File: src/rtl/prbs_check_pkg.sv
// Shared definitions for the PRBS7 checker back end: state encoding,
// word width and the clamp applied to per-word error popcounts.
package prbs_check_pkg;

    typedef enum logic [1:0] {
        ST_IDLE   = 2'd0,
        ST_SETTLE = 2'd1,
        ST_HUNT   = 2'd2,
        ST_LOCKED = 2'd3
    } state_t;

    localparam int WORD_BITS = 64;
    localparam logic [6:0] CLAMP_MAX = 7'd64;

    // A 64-bit word cannot hold more than 64 error bits.
    function automatic logic [6:0] clamp_cnt(input logic [6:0] v);
        return (v > CLAMP_MAX) ? CLAMP_MAX : v;
    endfunction

endpackage

File: src/rtl/sat_accum.sv
// Saturating accumulator with synchronous clear; holds all-ones once full.
// Clear wins over enable.
module sat_accum #(
    parameter int W  = 48,
    parameter int IW = 7
) (
    input  logic          clk,
    input  logic          reset,
    input  logic          clr,
    input  logic          en,
    input  logic [IW-1:0] inc,
    output logic [W-1:0]  q
);

    logic [W:0] sum;

    assign sum = {1'b0, q} + (W+1)'(inc);

    // Add increment, clamping at all-ones on carry out.
    always_ff @(posedge clk) begin
        if (reset || clr) begin
            q <= '0;
        end else if (en) begin
            q <= sum[W] ? '1 : sum[W-1:0];
        end
    end

endmodule

File: src/rtl/prbs7_error_accumulator.sv
// Lock hunting and error accumulation behind the PRBS7 checker.
// Define PRBS_ERR_USER_COUNT_EN to build the user-error accumulator.
module prbs7_error_accumulator
    import prbs_check_pkg::*;
#(
    parameter int CNT_W         = 48,
    parameter int SETTLE_CYCLES = 8,
    parameter int LOCK_WORDS    = 16,
    parameter int UNLOCK_THRESH = 16,
    parameter int UNLOCK_WORDS  = 4
) (
    input  logic             clk,
    input  logic             reset,
    input  logic             start,
    input  logic             stop,
    input  logic [6:0]       errorCounter,
    input  logic [6:0]       usererrorCounter,
    input  logic             snapReq,
    output logic [1:0]       state,
    output logic             locked,
    output logic [CNT_W-1:0] wordCount,
    output logic [CNT_W-1:0] errorBitCount,
    output logic [CNT_W-1:0] userErrorBitCount,
    output logic [15:0]      lolCount,
    output logic [CNT_W-1:0] snapWords,
    output logic [CNT_W-1:0] snapErrors,
    output logic [CNT_W-1:0] snapUserErrors,
    output logic [15:0]      snapLol,
    output logic             snapDone
);

    localparam int SW = $clog2(SETTLE_CYCLES + 1);
    localparam int GW = $clog2(LOCK_WORDS + 1);
    localparam int BW = $clog2(UNLOCK_WORDS + 1);

    state_t         state_q, state_d;
    logic [SW-1:0]  settle_q, settle_d;
    logic [GW-1:0]  good_q, good_d;
    logic [BW-1:0]  bad_q, bad_d;
    logic           acc_en;
    logic           lol_inc;
    logic [6:0]     e;

    assign e      = clamp_cnt(errorCounter);
    assign state  = state_q;
    assign locked = (state_q == ST_LOCKED);

    // State and run-counter registers.
    always_ff @(posedge clk) begin
        if (reset) begin
            state_q  <= ST_IDLE;
            settle_q <= '0;
            good_q   <= '0;
            bad_q    <= '0;
        end else begin
            state_q  <= state_d;
            settle_q <= settle_d;
            good_q   <= good_d;
            bad_q    <= bad_d;
        end
    end

    // Next state, run counters and accumulate strobes.
    always_comb begin
        state_d  = state_q;
        settle_d = settle_q;
        good_d   = good_q;
        bad_d    = bad_q;
        acc_en   = 1'b0;
        lol_inc  = 1'b0;
        if (start) begin
            state_d  = ST_SETTLE;
            settle_d = '0;
            good_d   = '0;
            bad_d    = '0;
        end else if (stop) begin
            state_d = ST_IDLE;
        end else begin
            unique case (state_q)
                ST_IDLE: begin
                end
                ST_SETTLE: begin
                    if (settle_q == SW'(SETTLE_CYCLES - 1)) begin
                        state_d = ST_HUNT;
                        good_d  = '0;
                    end else begin
                        settle_d = settle_q + 1'b1;
                    end
                end
                ST_HUNT: begin
                    if (e == 7'd0) begin
                        if (good_q == GW'(LOCK_WORDS - 1)) begin
                            state_d = ST_LOCKED;
                            good_d  = '0;
                            bad_d   = '0;
                        end else begin
                            good_d = good_q + 1'b1;
                        end
                    end else begin
                        good_d = '0;
                    end
                end
                ST_LOCKED: begin
                    acc_en = 1'b1;
                    if (e >= 7'(UNLOCK_THRESH)) begin
                        if (bad_q == BW'(UNLOCK_WORDS - 1)) begin
                            state_d = ST_HUNT;
                            lol_inc = 1'b1;
                            bad_d   = '0;
                            good_d  = '0;
                        end else begin
                            bad_d = bad_q + 1'b1;
                        end
                    end else begin
                        bad_d = '0;
                    end
                end
                default: state_d = ST_IDLE;
            endcase
        end
    end

    sat_accum #(.W(CNT_W), .IW(1)) u_words (
        .clk   (clk),
        .reset (reset),
        .clr   (start),
        .en    (acc_en),
        .inc   (1'b1),
        .q     (wordCount)
    );

    sat_accum #(.W(CNT_W), .IW(7)) u_errors (
        .clk   (clk),
        .reset (reset),
        .clr   (start),
        .en    (acc_en),
        .inc   (e),
        .q     (errorBitCount)
    );

    sat_accum #(.W(16), .IW(1)) u_lol (
        .clk   (clk),
        .reset (reset),
        .clr   (start),
        .en    (lol_inc),
        .inc   (1'b1),
        .q     (lolCount)
    );

`ifdef PRBS_ERR_USER_COUNT_EN
    logic [6:0] u;

    assign u = clamp_cnt(usererrorCounter);

    sat_accum #(.W(CNT_W), .IW(7)) u_user (
        .clk   (clk),
        .reset (reset),
        .clr   (start),
        .en    (acc_en),
        .inc   (u),
        .q     (userErrorBitCount)
    );

    // User-error snapshot, captured alongside the other totals.
    always_ff @(posedge clk) begin
        if (reset) begin
            snapUserErrors <= '0;
        end else if (snapReq) begin
            snapUserErrors <= userErrorBitCount;
        end
    end
`else
    logic unused_user;

    assign unused_user       = ^usererrorCounter;
    assign userErrorBitCount = '0;
    assign snapUserErrors    = '0;
`endif

    // Snapshot of pre-update totals, valid the cycle after the request.
    always_ff @(posedge clk) begin
        if (reset) begin
            snapWords  <= '0;
            snapErrors <= '0;
            snapLol    <= '0;
            snapDone   <= 1'b0;
        end else begin
            snapDone <= snapReq;
            if (snapReq) begin
                snapWords  <= wordCount;
                snapErrors <= errorBitCount;
                snapLol    <= lolCount;
            end
        end
    end

endmodule

File: config.mk
export PLATFORM = sky130hd
export DESIGN_NAME = prbs7_error_accumulator
export DESIGN_NICKNAME = d
export VERILOG_FILES = /design/src/rtl/prbs_check_pkg.sv /design/src/rtl/sat_accum.sv /design/src/rtl/prbs7_error_accumulator.sv
export SDC_FILE = /design/constraint.sdc
export NUM_CORES = 1
export LEC_CHECK = 0
export BUFFER_PORTS_ARGS = -buffer_cell sky130_fd_sc_hd__buf_2
export CAP_MARGIN = 20
export CORE_ASPECT_RATIO = 0.9
export CORE_UTILIZATION = 52
export CTS_CLUSTER_DIAMETER = 30
export DETAILED_ROUTE_END_ITERATION = 8
export PLACE_DENSITY_LB_ADDON = 0.1
export SLEW_MARGIN = 20
export SYNTH_ARGS = -nofsm -noshare
export SYNTH_HDL_FRONTEND = slang
export SYNTH_SLANG_ARGS = --single-unit
File: constraint.sdc
create_clock -name clk -period 3.5 [get_ports clk]
set_clock_uncertainty 0.15 [all_clocks]
set_input_delay 0.7 -clock clk [delete_from_list [all_inputs] [get_ports clk]]
set_output_delay 0.7 -clock clk [all_outputs]
set_load 0.01 [all_outputs]
# Yosys cells after proc, flatten, opt, wreduce, memory -nomap -nowiden

Cells that the tools add are included.

Register bits after elaboration: 239
Logic and storage cells: 81

$add $sub $neg: 6
Magnitude comparators: 2
Equality and inequality tests: 16
Muxes and demuxes: 31
Bitwise operators: 2
Reduce and logical (&&, ||, !) cells: 12

Operators with widths:

| cell                    | count |
|---|---|
| $mux W48                | 2 |
| $add A48 B1 Y49 const B | 1 |
| $add A48 B7 Y49         | 1 |
| $mux W5                 | 5 |
| $add A16 B1 Y17 const B | 1 |
| $mux W16                | 1 |
| $pmux W5 S3             | 1 |
| $mux W3                 | 4 |
| $ne A4 B4 Y1 const B    | 3 |
| $reduce_and A6 Y1       | 2 |
| $mux W1                 | 10 |
| $mux W2                 | 5 |
| $ne A4 B3 Y1 const B    | 2 |
| $ge A7 B5 Y1 const B    | 1 |
| $gt A7 B7 Y1 const B    | 1 |
| $logic_not A7 Y1        | 1 |
| $mux W7                 | 1 |
| $ne A2 B2 Y1 const B    | 3 |
| $pmux W2 S3             | 1 |
| $pmux W3 S2             | 1 |
| $add A5 B1 Y5 const B   | 1 |
| $eq A5 B4 Y1 const B    | 1 |
| $reduce_and A5 Y1       | 1 |
| $reduce_bool A5 Y1      | 1 |
| 15 further kinds        | 18 |

# Logic depth before layout (Yosys ltp)

Gate-level depths: netlist of run 1.

Word-level depth: 7
Mapped depth: 11
Gate-level depth less buffers: 9

# Modules after synthesis

From an unflattened synthesis of run 1, not the netlist that was laid out.

Cell total of the unflattened synthesis: 1,213
Area, all modules: 11,350.9 um^2

Modules (own cells, without submodules):

| module                  | instances | cells each | area an instance (um^2) | sequential area each (um^2) |
|---|---|---|---|---|
| prbs7_error_accumulator | 1         | 561        | 5,505.3                 | 2,542.4 |
| sat_accum at u_errors   | 1         | 290        | 2,536.2                 | 960.9 |
| sat_accum at u_words    | 1         | 276        | 2,522.4                 | 960.9 |
| sat_accum at u_lol      | 1         | 86         | 787.0                   | 320.3 |

# Worst setup path after synthesis of run 1

No wires, ideal clock.

Path kind: input port to flip-flop
Start point: input port errorCounter[0]
End point: register u_errors.q[42]
Arrival: 2.782 ns
Required time: 3.212 ns
Setup slack: 0.431 ns
Stages: 10
Path buffers: 1
Cell sequence: nor2b_1 ha_1 fa_1 a211o_1 a211o_1 nand4_1 clkbuf_1 nor4_1 xnor2_1 a21oi_2

Word-level cells in the longest chain between the ends: 4

RTL lines:

| what                   | RTL line                      | RTL |
|---|---|---|
| start: declaration     | prbs7_error_accumulator.sv:16 | `input logic [6:0] errorCounter,` |
| $gt A7 B7 Y1           | prbs_check_pkg.sv:17          | `return (v > CLAMP_MAX) ? CLAMP_MAX : v;` |
| $mux W7 *              | prbs_check_pkg.sv:17          |  |
| $add A48 B7 Y49 *      | sat_accum.sv:17               | `assign sum = {1'b0, q} + (W+1)'(inc);` |
| $mux W48 *             | sat_accum.sv:24               | `q <= sum[W] ? '1 : sum[W-1:0];` |
| end signal: assignment | sat_accum.sv:24               |  |
| end: declaration       | sat_accum.sv:12               | `output logic [W-1:0] q` |

Mark *: on every way between the ends. The rest lies on a longest branch, timed or not.
A chain may end at the register's enable or synchronous reset.

# Final worst setup path of run 1

Start point: register u_words.q[2]
End point: register u_words.q[42]

Word-level cells in the longest chain between the ends: 2

RTL lines:

| what                     | RTL line |
|---|---|
| start: declaration       | sat_accum.sv:12 |
| start signal: assignment | sat_accum.sv:24 |
| $add A48 B1 Y49          | sat_accum.sv:17 |
| $mux W48                 | sat_accum.sv:24 |

Every way passes these cells.

==> out/summary.txt, run 1 <==
drt pass-1 iters - 5
Fmax achieved - 346.4 MHz
post-DR wirelength/cell - 14.73 µm
Rows - 50
delay of the slowest critical-path stage - 0.64 ns
CTS buffer count - 47
final wirelength - 26240 µm
I/O pin total - 343
Die ar. - 21820 µm²
peak supply drop - 0.4376 mV
nets - 1489
Clock transition at path regs - 0.05 ns
cell leakage power - 6.285 nW
cells after synthesis - 1214
crit path time final - 2.887 ns
Die Wd - 155.6 µm
CTS Buffer Depth - 3
starting density of the core - 53.01%
grt ovf - 0
Mean Syn Cell Area - 9.096 µm²
Die Y - 140.3 µm
Startpoint Class - register
top-count cell post-synth - dfxtp_1
measured slew at the worst slew-check pin - 0.9281 ns
global-route wire length before repair - 42910 µm
Synth Flop Type - dfxtp_1
Fin. Hold Viols - 0
largest net degree at the start of global routing - 88
initial antenna violation count - 1
Synth warnings - 0
Buf/Inv on CP - 0
Seq/Total Area, Yosys - 43.33%
CP Max Fanout - 14
Slowest-stage cell, CP - nor3_1
Vias/cell - 5.165
CTS Hold Bufs - 0
RSZ-0062 raised after global routing - no
Post-synth top cells - 239 x dfxtp_1, 161 x nor2_1, 117 x mux2i_1, 96 x buf_4, 58 x nand2_1
clock sink count - 239
Tcrit/Tclk final - 82.48%
via count - 9198
Synth top area share - 43.33%
total track usage - 23.63%
Synth async-reset ratio - 0%
Buffers on Ports - 239
Slew Viols, Final - 0
Crit Path Class - register to register
area leader, netlist - dfxtp_1
FF+latch count, synth - 239
crit path cell chain - nand4_1, nor3_1, nand3_1, nor2_1, nand3_1, o21ai_0
Final Setup Violations - 0
final HPWL from detailed placement - 17700 µm
Unique masters post-synth - 65
H-tree depth - 2
WP data required - 3.78 ns
CP endpoint kind - register
status - complete, no violations
Synth Cell Area - 11040 µm²
vias in the first global route - 8521
DRC errors left - 0
Layout area overhead - 25.67%
Iter 0 DRT Violations - 436
core area - 20830 µm²
post-CTS resize count - 0
Final ANT Viol Nets - 0
Arrival @ worst endpoint - 3.16 ns
Root Buffer - clkbuf_16
CP dominant cell by count - nand3_1
CTS tree - yes
Max Cap Viol - 0
share of layout cells above drive strength 1 - 24.56%
worst hold path type - register to register
Tot Pwr - 7.655 mW
Post-CTS Setup Inserts - 0
Max-slew headroom - 38.12%
RePlAce Congestion - 0.8036
power per cell area - 551.5 nW/µm²
TNS Setup - 0 ns
number of synthesized flops with an enable pin - 0
ranking of synthesized cells by area - dfxtp_1 43%, mux2i_1 11%, buf_4 6.5%
clock latency on the worst-skew pair - 0.51 ns
delay-heaviest family, CP - simple AND/OR/NAND/NOR gates
## flip-flops by register name, summed over array words and instances, names as in the netlist
register and flops:
snapErrors 48, snapWords 48, u_errors.q 48, u_words.q 48, snapLol 16, u_lol.q 16
good_q 5, settle_q 4, bad_q 3, state 2, snapDone 1
## tightest hold or removal path, stage by stage, from the launching register on
cell and delay [ns]:
dfxtp_1 0.31, nand2_1 0.06, a21oi_1 0.04
## cell usage in the layout (no fill, tap or decap), types with 39 or more instances in the layout
| master | count |
|---|---|
| dfxtp_1 | 239 |
| buf_2 | 237 |
| nor2_1 | 161 |
| mux2i_1 | 117 |
| conb_1 | 96 |
| nand2_1 | 58 |
| a21oi_1 | 56 |
| xnor2_1 | 53 |
| clkbuf_16 | 49 |
| nand3_1 | 45 |
| o21ai_0 | 39 |
## report_power, final
part	internal [mW]	leakage, nW	switching (mW)	total, mW
clock	3.31	0.813	1.41	4.72
sequential	2.73	1.92	0.00243	2.73
combinational	0.0524	3.55	0.147	0.199
total	6.09	6.28	1.56	7.65
## routing by layer
metal / track usage (%) / part of all wire (%) / vias up
li1: - / - / 4551
met1: 32.08 / 48 / 4297
met2: 37.53 / 44 / 305
met3: 5.043 / 6.1 / 45
met4: 7.379 / 2.0 / 0
met5: 0 / 0 / -
## cells by family after synthesis
logic type	count (synthesis)	synth area share (%)
buffers and inverters	174	9.427
AND/OR/NAND/NOR	429	19.42
AO/OA/AOI/OAI	153	8.645
flip-flops	239	43.33
other	1	0.03396
adder cells (fa/ha/maj)	13	1.541
multiplexers	118	10.71
XOR/XNOR	87	6.900
## per-stage QoR
step / hold slack [ns] / setup WS, ns / util, % / instance area, µm² / instances
floorplan: 0.2624 / 0.4307 / - / 11400 / 1309
global placement: 0.2750 / 0.2033 / 58.44 / 12180 / 1694
detailed placement: 0.2762 / 0.1729 / 58.44 / 12180 / 1694
CTS: 0.2995 / 0.6345 / 66.61 / 13880 / 1780
global route: 0.3374 / 0.3336 / 66.62 / 13880 / 1781
finish: 0.2994 / 0.6132 / 66.62 / 13880 / 1781
## area by class of cell
class	instances	area [µm²]
fillers	1732	6954
multi-input cells	896	5592
flip-flops and latches	239	4785
repair buffers	258	1385
clock buffers	61	1321
clock inverters	25	379.1
well taps	286	357.8
inverters	15	56.30
diodes	1	2.502
## path summary, 6_finish.rpt
check / from / endpoint / slack [ns] / depth (start not counted)
worst max-delay path: u_words.q[2] / u_words.q[42] / 0.61 / 6
worst min-delay path: good_q[4] / good_q[4] / 0.30 / 2
worst max register to register: u_words.q[2] / u_words.q[42] / 0.61 / 6
worst min register to register: good_q[4] / good_q[4] / 0.30 / 2
Note: power is estimated with default switching activity, not from simulation.
==> inputs of run 2 (changes only) <==
==> constraint.sdc (replaced) <==
create_clock -name clk -period 2.87 [get_ports clk]
set_clock_uncertainty 0.15 [all_clocks]
set_input_delay 0.574 -clock clk [delete_from_list [all_inputs] [get_ports clk]]
set_output_delay 0.574 -clock clk [all_outputs]
set_load 0.01 [all_outputs]
==> out/summary.txt, run 2 (same netlist as run 1, synthesis figures left out) <==
status - complete, no violations
Buf/Inv on CP - 0 (unchanged)
power per cell area - 635.4 nW/µm² (+15%)
Buffers on Ports - 239 (unchanged)
Final Util - 68.40% (+1.8 points)
Crit Path Class - register to register
post-CTS resize count - 0 (unchanged)
Final ANT Viol Nets - 0 (unchanged)
footprint of the multi-input gates - 5594 µm² (about the same)
I/O pin total - 343 (unchanged)
Iter 0 DRT Violations - 460 (+5.5%)
core area - 20830 µm² (unchanged)
measured slew at the worst slew-check pin - 0.6347 ns (-0.2934 ns)
Fmax achieved - 369.5 MHz (+6.7%)
Slew Viols, Final - 0 (unchanged)
Vias/cell - 5.216 (+1.0%)
worst hold path type - input pin to register
CTS Buffer Depth - 3 (unchanged)
most frequent cells in the layout - 239 x dfxtp_1, 237 x buf_2, 161 x nor2_1
Final Setup Violations - 0 (unchanged)
Post-CTS Setup Inserts - 0 (unchanged)
Finished Layout Cells - 1831 (+2.8%)
clock sink count - 239 (unchanged)
WP data required - 3.13 ns (-0.65 ns)
Slowest-stage cell, CP - a211o_1
CTS tree - yes
Arrival @ worst endpoint - 2.97 ns (-0.19 ns)
placed cell count - 1742 (+2.8%)
final HPWL from detailed placement - 18730 µm (+5.8%)
DRC errors left - 0 (unchanged)
Die Y - 140.3 µm (unchanged)
delay of the slowest critical-path stage - 0.39 ns (-0.25 ns)
Fin. Hold Viols - 0 (unchanged)
grt ovf - 0 (unchanged)
RePlAce Congestion - 0.8317 (+3.5%)
Root Buffer - clkbuf_16
Min Hold Slack - 0.1895 ns (-0.1099 ns)
cell leakage power - 6.552 nW (+4.3%)
CTS buffer count - 49 (+4.3%)
Layout area overhead - 29.04%
CP endpoint kind - register
Clock transition at path regs - 0.05 ns (about the same)
Die Wd - 155.6 µm (unchanged)
RSZ-0062 raised after global routing - no
peak supply drop - 0.5362 mV (+23%)
most common cell after layout, fill and taps aside - dfxtp_1
Rows - 50 (unchanged)
delay-heaviest family, CP - compound AO/OA/AOI/OAI gates
CP Max Fanout - 6 (-8)
diode count - 0 (-1)
nets - 1539 (+3.4%)
Tcrit/Tclk final - 94.30% (+12 points)
total track usage - 24.60% (+0.96 points)
clock latency on the worst-skew pair - 0.53 ns (+0.02 ns)
starting density of the core - 53.01% (unchanged)
via count - 9551 (+3.8%)
Max Cap Viol - 0 (unchanged)
Max-slew headroom - 57.69% (+20 points)
storage element area - 4785 µm² (unchanged)
initial antenna violation count - 0 (-1)
drt pass-1 iters - 5 (unchanged)
final wirelength - 27340 µm (+4.2%)
crit path time final - 2.707 ns (-0.1803 ns)
share of layout cells above drive strength 1 - 27.38% (+2.8 points)
largest net degree at the start of global routing - 93 (+5.7%)
TNS Setup - 0 ns (unchanged)
CP dominant cell by count - a211o_1
crit path cell chain - ha_1, fa_2, a211o_1, a211o_1, and2_1, nand4_1, nand2_1, o221a_2
# fillers - 1769 (+2.1%)
CTS Hold Bufs - 0 (unchanged)
Die ar. - 21820 µm² (unchanged)
Startpoint Class - register
global-route wire length before repair - 44170 µm (+2.9%)
post-DR wirelength/cell - 14.93 µm (+1.4%)
H-tree depth - 2 (unchanged)
vias in the first global route - 8602 (+0.95%)
-- run 2: changes by cell type in the layout (fill, tap and decap cells not counted), moves of 4 or more --
cell / before / now
clkinv_2: 6 / 13
buf_12: 3 / 10
clkbuf_1: 7 / 3
bufinv_16: 9 / 3
clkinv_4: 1 / 7
buf_4: 17 / 58
-- run 2: worst paths after layout --
kind | startpoint | endpoint | slack (ns) | cells past startpoint
max | u_errors.q[0] | u_errors.q[0] | 0.16 | 8
min | stop | state[1] | 0.19 | 2
max reg2reg | u_errors.q[0] | u_errors.q[0] | 0.16 | 8
min reg2reg | good_q[4] | good_q[4] | 0.29 | 2
-- run 2: cell type report --
type | count | share of cell area, %
clock buffers | 58 | 9.421
clock inverters | 31 | 1.976
inverters | 15 | 0.3951
multi-input cells | 896 | 39.26
flip-flops and latches | 239 | 33.58
well taps | 286 | 2.511
repair buffers | 306 | 12.86
-- run 2: metal layers --
layer | GRT usage (%) | part of all wire, % | vias to the layer above
li1 | - | - | 4655
met1 | 34.19 | 47 | 4540
met2 | 38.99 | 45 | 310
met3 | 5.074 | 6.2 | 46
met4 | 5.986 | 1.7 | 0
met5 | 0 | 0 | -
-- run 2: per-stage QoR --
step | worst slack, ns | area (µm²) | power, mW
2_1_floorplan | 0.04255 | 11400 | 3.682
3_3_place_gp | -0.1827 | 12630 | 3.656
3_5_place_dp | -0.2172 | 12630 | 3.656
4_1_cts | 0.1812 | 14250 | 9.117
5_1_grt | 0.06350 | 14250 | 9.319
6_report | 0.1635 | 14250 | 9.054
-- run 2: where the power goes --
part | internal [mW] | switching [mW]
combinational | 0.0794 | 0.185
clock | 3.61 | 1.85
sequential | 3.33 | 0.00101
